**config.mk**
```make
export PLATFORM = sky130hd
export DESIGN_NAME = rc5_decrypt
export DESIGN_NICKNAME = d
export VERILOG_FILES = /design/src/rtl/rc5_decrypt.sv
export SDC_FILE = /design/constraint.sdc
export NUM_CORES = 1
export LEC_CHECK = 0
export ABC_AREA = 1
export CAP_MARGIN = 15
export CORE_AREA = 3 3 236 238
export CTS_BUF_LIST = sky130_fd_sc_hd__clkbuf_8
export CTS_CLUSTER_SIZE = 30
export DETAILED_ROUTE_END_ITERATION = 10
export DIE_AREA = 0 0 239 241
export PLACE_DENSITY = 0.58
export SYNTH_ARGS = -nofsm -noshare
export SYNTH_HDL_FRONTEND = slang
export SYNTH_SLANG_ARGS = --single-unit
```
**constraint.sdc**
```tcl
create_clock -name clk -period 11.5 [get_ports clk]
set_input_delay 2.3 -clock clk [delete_from_list [all_inputs] [get_ports clk]]
set_output_delay 2.3 -clock clk [all_outputs]
set_load 0.03 [all_outputs]
```
**src/rtl/rc5_decrypt.sv**
```systemverilog
// ---------------------------------------------------------------------------
// rc5_decrypt
//   Iterative RC5-W/R block decryptor. One half-round pair (B then A) is
//   computed per clock, walking the subkey table from the top index down to
//   S[2], followed by a final whitening step with S[1]/S[0].
//
//   Optional build macro: RC5_ENCRYPT_EN
//     When defined, an extra `encrypt` input selects forward RC5 for the
//     accepted block (sampled at accept). Latency is identical in both
//     directions. When undefined the port does not exist.
//
// Ports
//   clk        clock, all state on the rising edge
//   rst        asynchronous active-low reset
//   sub        subkey table S[0..2*ROUNDS+1], W_SIZE bits each
//   key_ready  subkey table valid
//   encrypt    (RC5_ENCRYPT_EN only) 1 = encrypt, 0 = decrypt
//   ct_in      input block, A = low word, B = high word
//   in_valid   ct_in valid
//   in_ready   block can be accepted (combinational)
//   pt_out     output block {B, A}
//   out_valid  pt_out valid, held until out_ready
//   out_ready  downstream accepts pt_out
// ---------------------------------------------------------------------------
// state   | meaning
// --------+-----------------------------------------------------------------
// S_IDLE  | waiting for a block; in_ready follows key_ready
// S_ROUND | one half-round pair per cycle, ctr counts ROUNDS down to 1
// S_FINAL | decrypt: subtract S[1]/S[0]; encrypt: pass-through
// S_DONE  | out_valid high, result held until out_ready
// ---------------------------------------------------------------------------
module rc5_decrypt #(
  parameter int W_SIZE = 16,
  parameter int ROUNDS = 16
) (
  input  logic                                 clk,
  input  logic                                 rst,
  input  logic [2*ROUNDS+1:0][W_SIZE-1:0]      sub,
  input  logic                                 key_ready,
`ifdef RC5_ENCRYPT_EN
  input  logic                                 encrypt,
`endif
  input  logic [2*W_SIZE-1:0]                  ct_in,
  input  logic                                 in_valid,
  output logic                                 in_ready,
  output logic [2*W_SIZE-1:0]                  pt_out,
  output logic                                 out_valid,
  input  logic                                 out_ready
);

  localparam int LW = $clog2(W_SIZE);
  localparam int CW = $clog2(ROUNDS + 1);
  // 2*ctr+1 <= 2*ROUNDS+1, so {ctr, bit} always lands inside the table.
  localparam int IW = CW + 1;

  typedef enum logic [1:0] {
    S_IDLE  = 2'd0,
    S_ROUND = 2'd1,
    S_FINAL = 2'd2,
    S_DONE  = 2'd3
  } state_t;

  state_t              state_q, state_d;
  logic [W_SIZE-1:0]   a_q, a_d;
  logic [W_SIZE-1:0]   b_q, b_d;
  logic [CW-1:0]       ctr_q, ctr_d;

  logic [IW-1:0]       k_lo, k_hi;
  logic [W_SIZE-1:0]   a_dec, b_dec;

  // Rotate via a doubled word so a shift of 0 is naturally the identity.
  function automatic logic [W_SIZE-1:0] rotr(input logic [W_SIZE-1:0] x,
                                             input logic [LW-1:0]     n);
    return W_SIZE'({x, x} >> n);
  endfunction

`ifdef RC5_ENCRYPT_EN
  localparam logic [CW-1:0] R_P1 = CW'(ROUNDS + 1);

  logic                enc_q, enc_d;
  logic [CW-1:0]       e_i;
  logic [IW-1:0]       ke_lo, ke_hi;
  logic [W_SIZE-1:0]   a_enc, b_enc;

  function automatic logic [W_SIZE-1:0] rotl(input logic [W_SIZE-1:0] x,
                                             input logic [LW-1:0]     n);
    return W_SIZE'(({x, x} << n) >> W_SIZE);
  endfunction
`endif

  // Round datapath: B' first, then A' consumes B' in the same cycle.
  always_comb begin
    k_lo  = {ctr_q, 1'b0};
    k_hi  = {ctr_q, 1'b1};
    b_dec = rotr(b_q - sub[k_hi], a_q[LW-1:0]) ^ a_q;
    a_dec = rotr(a_q - sub[k_lo], b_dec[LW-1:0]) ^ b_dec;
  end

`ifdef RC5_ENCRYPT_EN
  // Encryption walks the table upward; i = ROUNDS+1-ctr (mod 2^CW is exact
  // because i itself always fits in CW bits).
  always_comb begin
    e_i   = R_P1 - ctr_q;
    ke_lo = {e_i, 1'b0};
    ke_hi = {e_i, 1'b1};
    a_enc = rotl(a_q ^ b_q, b_q[LW-1:0]) + sub[ke_lo];
    b_enc = rotl(b_q ^ a_enc, a_enc[LW-1:0]) + sub[ke_hi];
  end
`endif

  assign in_ready  = rst & key_ready & (state_q == S_IDLE);
  assign out_valid = (state_q == S_DONE);
  assign pt_out    = {b_q, a_q};

  always_comb begin
    state_d = state_q;
    a_d     = a_q;
    b_d     = b_q;
    ctr_d   = ctr_q;
`ifdef RC5_ENCRYPT_EN
    enc_d   = enc_q;
`endif
    case (state_q)
      S_IDLE: begin
        if (in_valid && in_ready) begin
          a_d     = ct_in[W_SIZE-1:0];
          b_d     = ct_in[2*W_SIZE-1:W_SIZE];
          ctr_d   = CW'(ROUNDS);
          state_d = S_ROUND;
`ifdef RC5_ENCRYPT_EN
          enc_d   = encrypt;
          if (encrypt) begin
            a_d = ct_in[W_SIZE-1:0] + sub[0];
            b_d = ct_in[2*W_SIZE-1:W_SIZE] + sub[1];
          end
`endif
        end
      end
      S_ROUND: begin
`ifdef RC5_ENCRYPT_EN
        if (enc_q) begin
          a_d = a_enc;
          b_d = b_enc;
        end else begin
          a_d = a_dec;
          b_d = b_dec;
        end
`else
        a_d = a_dec;
        b_d = b_dec;
`endif
        ctr_d = ctr_q - 1'b1;
        if (ctr_q == CW'(1)) begin
          state_d = S_FINAL;
        end
      end
      S_FINAL: begin
`ifdef RC5_ENCRYPT_EN
        if (!enc_q) begin
          b_d = b_q - sub[1];
          a_d = a_q - sub[0];
        end
`else
        b_d = b_q - sub[1];
        a_d = a_q - sub[0];
`endif
        state_d = S_DONE;
      end
      S_DONE: begin
        if (out_ready) begin
          state_d = S_IDLE;
        end
      end
      default: begin
        state_d = S_IDLE;
      end
    endcase
  end

  always_ff @(posedge clk or negedge rst) begin
    if (!rst) begin
      state_q <= S_IDLE;
      a_q     <= '0;
      b_q     <= '0;
      ctr_q   <= '0;
`ifdef RC5_ENCRYPT_EN
      enc_q   <= 1'b0;
`endif
    end else begin
      state_q <= state_d;
      a_q     <= a_d;
      b_q     <= b_d;
      ctr_q   <= ctr_d;
`ifdef RC5_ENCRYPT_EN
      enc_q   <= enc_d;
`endif
    end
  end

endmodule
```
-- Yosys cells after proc, flatten, opt, wreduce, memory -nomap -nowiden
Index checks and enable logic that the tools add are counted.
- output and inout port bits: 34
- input port bits: 581
- register bits after elaboration: 39
- logic and storage cells: 45
- shift-type cells: 2
- $add $sub $neg: 5
- equal/unequal tests: 7
- $lt $le $gt $ge: 2
- reduce and logical (&&, ||, !) cells: 7
- multiplexer cells: 14
- bitwise logic cells: 4
- operator list (cell ; number):
    $bmux 16 s5 ; 2
    $pmux 16 s3 ; 2
    $mux 16 ; 4
    $shr 32x4->16 ; 2
    $sub 16x16->16 ; 4
    $xor 16x16->16 ; 2
    $lt 6x7->1 const B ; 2
    $pmux 5 s2 ; 1
    $pmux 2 s4 ; 1
    $mux 2 ; 3
    $eq 5x1->1 const B ; 1
    $mux 5 ; 1
    $sub 5x1->5 const B ; 1
    $eq 2x2->1 const B ; 2
    $ne 2x1->1 const B ; 2
    $reduce_and 2->1 ; 2
    $reduce_and 3->1 ; 1
    $reduce_bool 3->1 ; 1
    $and 1x1->1 ; 2
    $eq 2x1->1 const B ; 1
    $logic_not 2->1 ; 1
    $ne 2x2->1 const B ; 1
    $reduce_bool 2->1 ; 1
    $logic_and 1x1->1 ; 1

-- Logic depth before layout (Yosys ltp)
Gate-level depths: netlist of run 1.
- depth after elaboration: 8
- mapped depth: 40
- gate-level depth less buffers: 35

-- Worst setup path after synthesis of run 1
OpenSTA, ideal clock, no wires.
- path kind: input to register
- start: input sub[304] in the netlist's numbering
- end: register a_q[13]
- arrival: 5.636 ns
- setup time: 0.117 ns
- required time: 11.383 ns
- stages: 31
- setup slack: 5.747 ns
- buffers on the path: 2
- cells stage by stage: o21ai_0 > o221ai_1 > nand3_1 > nand3_1 > a22o_1 > ha_1 > fa_1 > nand3b_1 > nand2_2 > a21boi_4 > o21ai_2 > xor2_1 > inv_2 > o21ai_2 > nand2_1 > nand2_2 > nand2_2 > nand3_2 > nand3_4 > nand2_4 > buf_6 > buf_12 > nand2_1 > nand3_2 > nand3_1 > nand3_1 > nand2_1 > nand2_1 > nand3_1 > nand2_1 > nand2_1
- longest elaborated chain between the ends: 8
- ends and longest elaborated chain (element ; RTL line ; text):
    from (decl) ; 38 ; input logic [2*ROUNDS+1:0][W_SIZE-1:0] sub,
    $bmux 16 s5 (*) ; 95 ; b_dec = rotr(b_q - sub[k_hi], a_q[LW-1:0]) ^ a_q;
    $mux 16 (not written as such) (*) ; 95 ;
    $sub 16x16->16 (*) ; 95 ;
    $shr 32x4->16 (*) ; 74 ; return W_SIZE'({x, x} >> n);
    $xor 16x16->16 (*) ; 95 ;
    $shr 32x4->16 ; 74 ;
    $xor 16x16->16 (*) ; 96 ; a_dec = rotr(a_q - sub[k_lo], b_dec[LW-1:0]) ^ b_dec;
    $pmux 16 s3 (*) ; 123 ; case (state_q)
    to (signal assigned) ; 183 ; a_q <= '0;
    to (signal assigned) ; 191 ; a_q <= a_d;
    to (decl) ; 64 ; logic [W_SIZE-1:0] a_q, a_d;
Mark *: on every way between the ends. The rest lies on a longest branch, timed or not. The select of a mux whose other input is x is not followed.
A chain may end at the register's enable or synchronous reset.

-- Worst setup path in the final report of run 1
- start: input sub[402] in the netlist's numbering
- end: register a_q[11]
The elaborated chain is that of the path after synthesis.

==> run_results.csv, run 1 <==
group,metric,value,unit
yosys,syn-mean-instance-area,5.401,um2
timing,rsz0062_at_grt,"false",
outcome,status,"complete, no violations",
clock_tree,cts_tree,"yes",
timing,finalCriticalPeriod,7.791,ns
timing,tightest_slew,1.047,ns
clock_tree,insertion_delay,0.33,ns
layout,drive_gt1_share,3.799,%
min_path,worst_hold_path_type,"flip-flop to flip-flop",
yosys,ys_seq_area_share,7.866,%
clock_tree,numCtsBuffers,5,
yosys,synth_edf_count,0,
layout,fillers,6034,
placement,port-buffer-count,614,
layout,syn_to_final_growth,53.95,%
clock_tree,cts.repair.resized,0,
floorplan,rows,85,
global_routing,grt_max_degree,147,
timing,maxSlewViolCount,0,
worst_setup_path,startpoint_type,"input port",
yosys,yosys_register_bits,39,
yosys,yosys.area_share.simple,39.57,%
worst_setup_path,slowest_stage,"nand2_2",
clock_tree,clk_root_buffer_cell,"clkbuf_8",
timing,setup_viol,0,
routing,vias,19063,
yosys,syn_inst,2297,
routing,drt-initial-drc-count,1937,
worst_setup_path,end_kind,"flip-flop",
worst_setup_path,critPathLaunch,"sub[402]",
run,cap_violations,0,
floorplan,core_area,53810,um2
routing,drc,0,
clock_tree,clock-sinks,39,
worst_setup_path,slowest_delay,0.58,ns
min_path,hold_depth,2,
min_path,min_from,"state_q[1]$_DFFE_PN0P_",
yosys,ys.flop_type,"dfrtp_1",
routing,firstDrtPassIters,5,
routing,routed_wl,101200,um
worst_setup_path,r2r_slack,4.32,ns
floorplan,pin_count,615,
worst_setup_path,critical_path_class,"input port to flip-flop",
floorplan,dieArea,57600,um2
yosys,synth_cell_types,57,
clock_tree,clk_path_buf_depth,2,
yosys,synthMuxAreaShare,0.2420,%
floorplan,fp.dieW,239,um
yosys,synth_top_family_by_area,"simple AND/OR/NAND/NOR gates",
timing,tns,0,ns
global_routing,overflow,0,
placement,gp_congestion,0.9816,
worst_setup_path,worst-path-buf-inv,2,
global_routing,antenna_found_initial,15,
yosys,syn_nets,2951,
layout,layout.nets,3443,
worst_setup_path,cp.arrival,8.02,ns
clock_tree,clk_pin_slew,0.10,ns
global_routing,grt_pass1_wl,137200,um
floorplan,die_h,241,um
yosys,syn_area,12410,um2
global_routing,first_global_vias,18155,
placement,dp_hpwl,85200,um
timing,clock_skew,0.01343,ns
timing,max_freq,128.4,MHz
routing,ant_nets,0,
worst_setup_path,rr_endpoint,"a_q[11]$_DFFE_PN0P_",
min_path,hold_end,"state_q[1]$_DFFE_PN0P_",
yosys,async_flop_share,100.0,%
worst_setup_path,crit_family,"simple AND/OR/NAND/NOR gates",
routing,wl_per_cell,28.98,um
worst_setup_path,crit_fanout,30,
clock_tree,cts_setup_buffers,0,
timing,hold_viol,0,
floorplan,start_util,23.06,%
routing,via_per_inst,5.456,
clock_tree,cts_max_level,2,
yosys,synthXorXnorAreaFrac,2.118,%
worst_setup_path,r2r_start,"ctr_q[1]$_DFFE_PN0P_",
clock_tree,hold_buffers,0,
yosys,synth-compound-area-share,31.48,%
yosys,synthAdderAreaFrac,7.604,%
global_routing,grt_use_total,33.47,%
worst_setup_path,required,11.73,ns
timing,period_share,67.75,%
worst_setup_path,rr_worst_depth,32,
yosys,ys_warn_count,0,
timing,slew_headroom,29.74,%
## placed cells by master, fill, tap and decap left out, types with 19 or more instances in the layout
cell,count
o211ai_1,27
dfrtp_1,37
a21oi_1,146
clkdlybuf4s50_1,613
buf_4,25
nand2_1,456
o21ai_0,338
nand3_1,271
o22ai_1,59
nor2_1,318
o221ai_1,49
ha_1,68
inv_1,164
nand2_2,19
a31oi_1,31
xor2_1,23
## per-layer routing
| metal | global-route usage, % | share of wire (%) | routed length (um) |
|---|---|---|---|
| met3 | 4.571 | 7.1 | 7205 |
| met4 | 8.796 | 2.8 | 2828 |
| met5 | 0 | 0.020 | 20 |
| met2 | 54.16 | 45 | 45550 |
| met1 | 46.76 | 45 | 45640 |
## cell usage after synthesis, drive strengths merged (5+ instances only)
library cell / number / area, um2
xor2: 23 / 201.4
nand2: 479 / 1873
a31oi: 32 / 206.5
buf: 47 / 297.8
clkbuf: 108 / 405.4
o211ai: 27 / 202.7
clkinv: 7 / 26.28
nor3: 13 / 70.07
o21bai: 8 / 60.06
dfrtp: 39 / 975.9
ha: 69 / 863.3
or2: 9 / 56.31
nor2: 323 / 1225
nand3: 289 / 1551
inv: 170 / 640.6
o22ai: 59 / 369.1
o221ai: 49 / 429.2
a21oi: 148 / 748.2
nand4: 5 / 31.28
xnor2: 7 / 61.31
o21ai: 348 / 1760
## through the flow
| stage | area [um2] | hold slack [ns] | cells | setup slack [ns] | utilization [%] |
|---|---|---|---|---|---|
| 2_1_floorplan | 12410 | 0.5253 | 2297 | 5.747 | - |
| 3_3_place_gp | 18940 | 0.5468 | 3477 | 3.303 | 35.20 |
| 3_5_place_dp | 18940 | 0.5691 | 3477 | 3.335 | 35.20 |
| 4_1_cts | 19050 | 0.5929 | 3485 | 3.685 | 35.41 |
| 5_1_grt | 19100 | 0.6673 | 3492 | 3.553 | 35.48 |
| 6_report | 19100 | 0.6031 | 3494 | 3.709 | 35.49 |
## worst max-delay path by stage
stage / endpoint / cells after the start / slack (ns)
floorplan: a_q[13]$_DFFE_PN0P_ / 31 / 5.75
global placement: a_q[10]$_DFFE_PN0P_ / 31 / 3.30
detailed placement: a_q[11]$_DFFE_PN0P_ / 31 / 3.33
CTS: a_q[11]$_DFFE_PN0P_ / 31 / 3.69
global route: a_q[11]$_DFFE_PN0P_ / 31 / 3.55
finish: a_q[11]$_DFFE_PN0P_ / 31 / 3.71
## flip-flops by register name (all words and copies together) (netlist names)
register	cells
a_q	16
b_q	16
ctr_q	5
state_q	2
## final cells by class
| class | count | area [um2] | area share (%) |
|---|---|---|---|
| multi-input combinational | 1925 | 10060 | 52.69 |
| timing repair buffer | 641 | 6376 | 33.38 |
| sequential | 39 | 983.4 | 5.149 |
| tap | 696 | 870.8 | 4.559 |
| inverter | 177 | 674.4 | 3.531 |
| clock buffer | 5 | 68.82 | 0.3603 |
| clock inverter | 3 | 43.79 | 0.2293 |
| antenna | 8 | 20.02 | 0.1048 |
## worst min-delay path: cells and delay by family, from the launching register on
| kind | cells | cell delay, ns |
|---|---|---|
| DFF | 1 | 0.43 |
| and+or+nand+nor | 1 | 0.07 |
| AOI/OAI and AO/OA | 1 | 0.07 |
## logic make-up after synthesis
family,Yosys count
AOI/OAI and AO/OA,686
xor gates and xnor gates,30
adders and majority gates,73
buffers and inverters,333
DFF,39
muxes,3
and+or+nand+nor,1133
Power of run 1 is left out: the tool's default activity adds up to more than one toggle a clock period on the data nets, which glitch-free logic cannot reach.
==> run 2: changes to the inputs <==
Clock period 11.5 ns to 8.1 ns, I/O delays scaled along.
==> run 2 against run 1 <==
Via count is 1.0% higher. Sequential share of layout area hardly changed. Global-route usage is 0.21 points higher. Critical path type unchanged. Largest cell class unchanged. Critical path depth stayed put. Setup slack worse by 2.5 ns. Non-clock buffer count is 5 higher.
==> run_results.csv, run 2 (synthesis gave the netlist of run 1 again) <==
group,metric,value,unit
clock_tree,clk_pin_slew,0.11,ns
worst_setup_path,crit_fanout,27,
worst_setup_path,end_kind,"flip-flop",
outcome,status,"complete, no violations",
floorplan,core_area,53810,um2
layout,final_cells,3501,
layout,largestRegisters,"a_q x16, b_q x16, ctr_q x5",
placement,dp_hpwl,85570,um
timing,tightest_slew,1.102,ns
timing,tns,0,ns
worst_setup_path,critical_path_class,"input port to flip-flop",
placement,gp_congestion,1.023,
global_routing,first_global_vias,18350,
timing,slew_headroom,26.30,%
routing,firstDrtPassIters,6,
timing,clock_skew,0.01954,ns
min_path,worst_hold_path_type,"flip-flop to flip-flop",
timing,rsz0062_at_grt,"false",
floorplan,dieArea,57600,um2
routing,ant_nets,0,
clock_tree,clk_root_buffer_cell,"clkbuf_8",
floorplan,start_util,23.06,%
routing,wl_per_cell,29.05,um
worst_setup_path,startpoint_type,"input port",
floorplan,die_h,241,um
floorplan,pin_count,615,
min_path,min_from,"state_q[1]$_DFFE_PN0P_",
layout,final_cell_mix,"clkdlybuf4s50_1 (613), nand2_1 (456), o21ai_0 (338), nor2_1 (318), nand3_1 (271)",
worst_setup_path,critPathLaunch,"sub[434]",
timing,hold_ws,0.6214,ns
routing,drt-initial-drc-count,1819,
floorplan,rows,85,
placement,place_ws,1.140,ns
routing,drc,0,
worst_setup_path,slowest_delay,0.76,ns
clock_tree,cts_setup_buffers,0,
clock_tree,numCtsBuffers,5,
clock_tree,cts.repair.resized,0,
global_routing,grt_use_total,33.68,%
global_routing,overflow,0,
clock_tree,hold_buffers,0,
layout,syn_to_final_growth,54.36,%
timing,max_freq,146.0,MHz
clock_tree,insertion_delay,0.34,ns
layout,multi_input_area,10060,um2
clock_tree,cts_tree,"yes",
layout,seqCellArea,983.4,um2
clock_tree,cts_max_level,2,
timing,hold_viol,0,
timing,worst_slack,1.249,ns
layout,drive_gt1_share,3.971,%
timing,maxSlewViolCount,0,
routing,routed_wl,101700,um
global_routing,grt_max_degree,133,
placement,port-buffer-count,614,
clock_tree,clk_path_buf_depth,2,
worst_setup_path,cp.arrival,7.09,ns
timing,setup_viol,0,
worst_setup_path,r2r_start,"ctr_q[1]$_DFFE_PN0P_",
placement,place_inst,3483,
layout,fillers,6047,
global_routing,grt_pass1_wl,138300,um
worst_setup_path,crit_top_cell,"nand2_1",
timing,period_share,84.58,%
worst_setup_path,slowest_stage,"o21ai_0",
layout,final_common_cell,"clkdlybuf4s50_1",
routing,vias,19260,
timing,finalCriticalPeriod,6.851,ns
clock_tree,clock-sinks,39,
layout,layout.nets,3448,
global_routing,antenna_found_initial,14,
floorplan,fp.dieW,239,um
worst_setup_path,required,8.34,ns
run,cap_violations,0,
routing,via_per_inst,5.501,
## run 2: area by class of cell
| class | count | area share, % |
|---|---|---|
| multi-input cells | 1925 | 52.55 |
| clock buffers | 5 | 0.3593 |
| repair buffers | 646 | 33.52 |
| diodes | 10 | 0.1307 |
| well taps | 696 | 4.547 |
| inverters | 177 | 3.521 |
| clock inverters | 3 | 0.2417 |
| flip-flops and latches | 39 | 5.135 |
## run 2: routing by layer
layer	GRT usage (%)	up-vias	share of wire [%]
met5	0	-	0.073
met1	45.96	9193	44
met4	10.65	8	3.5
met3	6.993	121	8.8
li1	-	8917	-
met2	53.19	1021	44
## run 2: worst max-delay path: cells and delay by family
kind,cells,cell delay (ns)
simple gates,20,2.14
compound gates,7,2.09
buf+inv,3,0.89
fa+ha+maj,1,0.30
## run 2: path summary, 6_finish.rpt
check                                         end  slack (ns)  cells past startpoint
setup / recovery               a_q[4]$_DFFE_PN0P_        1.25                     31
hold / removal             state_q[1]$_DFFE_PN0P_        0.62                      2
setup reg to reg               a_q[4]$_DFFE_PN0P_        1.50                     31
hold reg to reg            state_q[1]$_DFFE_PN0P_        0.62                      2
max in group asynchronous    ctr_q[0]$_DFFE_PN0P_        6.07                      2
min in group asynchronous      a_q[5]$_DFFE_PN0P_        1.56                      2
## run 2: metrics by stage
stage	util, %	instance area (um2)
floorplan	-	12410
global placement	35.33	19010
detailed placement	35.33	19010
CTS	35.54	19130
global route	35.57	19140
finish	35.59	19150
Power of run 2 is left out for the same reason.
==> run 3: changes to the inputs <==
Clock period 8.1 ns to 7 ns, I/O delays scaled along.
==> run 3 against run 2 <==
Die area is the same. First-iteration DRC count fell by 0.49%. Final cell count increased by 0.86%. Flip-flop and latch count is the same. Setup slack got worse by 0.86 ns. Non-clock buffer count rose by 35. Clock-buffer cell count is the same. Clock skew grew 0.0026 ns. Cell area grew 1.7%. Hold slack got worse by 0.0027 ns. Via count increased by 0.65%. Global-route usage is 0.23 points higher. Highest routed layer is now met4.
==> run_results.csv, run 3 (synthesis gave the netlist of run 1 again) <==
group,metric,value,unit
worst_setup_path,end_kind,"flip-flop",
layout,final_common_cell,"clkdlybuf4s50_1",
routing,vias,19385,
routing,via_per_inst,5.490,
timing,tns,0,ns
timing,setup_viol,0,
worst_setup_path,r2r_start,"ctr_q[1]$_DFFE_PN0P_",
worst_setup_path,rr_worst_depth,25,
worst_setup_path,slowest_delay,0.64,ns
min_path,worst_hold_path_type,"flip-flop to flip-flop",
layout,largestRegisters,"a_q x16, b_q x16, ctr_q x5",
clock_tree,clk_path_buf_depth,2,
clock_tree,insertion_delay,0.34,ns
worst_setup_path,required,7.23,ns
worst_setup_path,endpoint,"a_q[10]$_DFFE_PN0P_",
clock_tree,cts_max_level,2,
global_routing,grt_max_degree,136,
floorplan,rows,85,
routing,routed_wl,102100,um
layout,syn_to_final_growth,56.93,%
clock_tree,cts_tree,"yes",
worst_setup_path,cp.depth,25,
global_routing,grt_pass1_wl,139400,um
worst_setup_path,crit_top_cell,"nand3_1",
worst_setup_path,critical_path_class,"input port to flip-flop",
layout,multi_input_area,10070,um2
timing,period_share,94.50,%
placement,dp_hpwl,86390,um
floorplan,fp.dieW,239,um
worst_setup_path,crit_fanout,3,
clock_tree,clk_pin_slew,0.12,ns
timing,rsz0062_at_grt,"false",
timing,hold_ws,0.6187,ns
global_routing,grt_use_total,33.90,%
floorplan,pin_count,615,
floorplan,dieArea,57600,um2
timing,maxSlewViolCount,0,
global_routing,first_global_vias,18604,
routing,firstDrtPassIters,8,
worst_setup_path,rr_endpoint,"a_q[10]$_DFFE_PN0P_",
layout,seqCellArea,983.4,um2
timing,slew_headroom,35.28,%
clock_tree,numCtsBuffers,5,
clock_tree,clk_root_buffer_cell,"clkbuf_8",
routing,drc,0,
worst_setup_path,cp.arrival,6.85,ns
global_routing,antenna_found_initial,13,
placement,place_inst,3518,
layout,final_cell_mix,"clkdlybuf4s50_1 (613), nand2_1 (456), o21ai_0 (338), nor2_1 (318), nand3_1 (271)",
run,cap_violations,0,
placement,port-buffer-count,614,
worst_setup_path,startpoint_type,"input port",
global_routing,overflow,0,
worst_setup_path,r2r_slack,0.45,ns
layout,fin_util,36.18,%
worst_setup_path,worst-path-buf-inv,2,
timing,clock_skew,0.02215,ns
worst_setup_path,critPathLaunch,"sub[417]",
layout,fillers,6000,
worst_setup_path,crit_family,"compound AO/OA/AOI/OAI gates",
placement,gp_congestion,0.9994,
routing,wl_per_cell,28.92,um
clock_tree,clock-sinks,39,
floorplan,start_util,23.06,%
routing,drt-initial-drc-count,1810,
timing,tightest_slew,0.9663,ns
layout,layout.nets,3483,
floorplan,core_area,53810,um2
floorplan,die_h,241,um
worst_setup_path,slowest_stage,"a31oi_1",
routing,ant_nets,0,
layout,drive_gt1_share,5.194,%
timing,finalCriticalPeriod,6.615,ns
clock_tree,hold_buffers,0,
timing,hold_viol,0,
timing,max_freq,151.2,MHz
outcome,status,"complete, no violations",
layout,final_cells,3531,
run 3: cell count changes in the layout (fill, tap and decap cells not counted), sizes merged:
cell,change
buf,+35
diode,-5
run 3: layer usage:
layer  global-route usage (%)  part of all wire [%]  wire, um  vias up
met5                        0                     0         0        -
met4                    11.09                   3.8      3914        0
met3                    6.239                   8.3      8441      115
met2                    53.32                    44     44420      981
met1                    46.79                    44     45330     9302
li1                         -                     -         -     8987
run 3: per-stage QoR:
stage                     setup slack, ns  cell area, um2
after detailed placement           0.1426           19340
final                              0.3850           19470
after floorplan                     2.147           12410
after CTS                          0.4819           19450
after global routing               0.1433           19470
after global placement             0.1354           19340
run 3: cell type report:
cell class / instances / area share, %
antenna: 5 / 0.06426
clock inverter: 3 / 0.2378
tap: 696 / 4.473
timing repair buffer: 681 / 34.64
inverter: 177 / 3.464
multi-input combinational: 1925 / 51.72
clock buffer: 5 / 0.3534
sequential: 39 / 5.051
run 3: worst min-delay path by stage:
| stage | startpoint | endpoint | slack, ns | depth (start not counted) |
|---|---|---|---|---|
| 2_1_floorplan | state_q[1]$_DFFE_PN0P_ | state_q[1]$_DFFE_PN0P_ | 0.53 | 2 |
| 3_3_place_gp | state_q[1]$_DFFE_PN0P_ | state_q[1]$_DFFE_PN0P_ | 0.55 | 2 |
| 3_5_place_dp | state_q[1]$_DFFE_PN0P_ | state_q[1]$_DFFE_PN0P_ | 0.58 | 2 |
| 4_1_cts | state_q[1]$_DFFE_PN0P_ | state_q[1]$_DFFE_PN0P_ | 0.61 | 2 |
| 5_1_grt | state_q[1]$_DFFE_PN0P_ | state_q[1]$_DFFE_PN0P_ | 0.65 | 2 |
| 6_report | state_q[1]$_DFFE_PN0P_ | state_q[1]$_DFFE_PN0P_ | 0.62 | 2 |
run 3: worst min-delay path, stage by stage, from the launching register on:
cell and delay [ns]:
dfrtp_1 0.45, nand2_1 0.07, o21ai_0 0.07
run 3: timing repair:
| action | CTS | global route |
|---|---|---|
| setup buffers | 0 | 0 |
| resized for setup | 0 | 1 |
| endpoints found under the hold margin | 0 | 0 |
| setup endpoints to repair | 0 | 8 |
Power of run 3 is left out for the same reason.
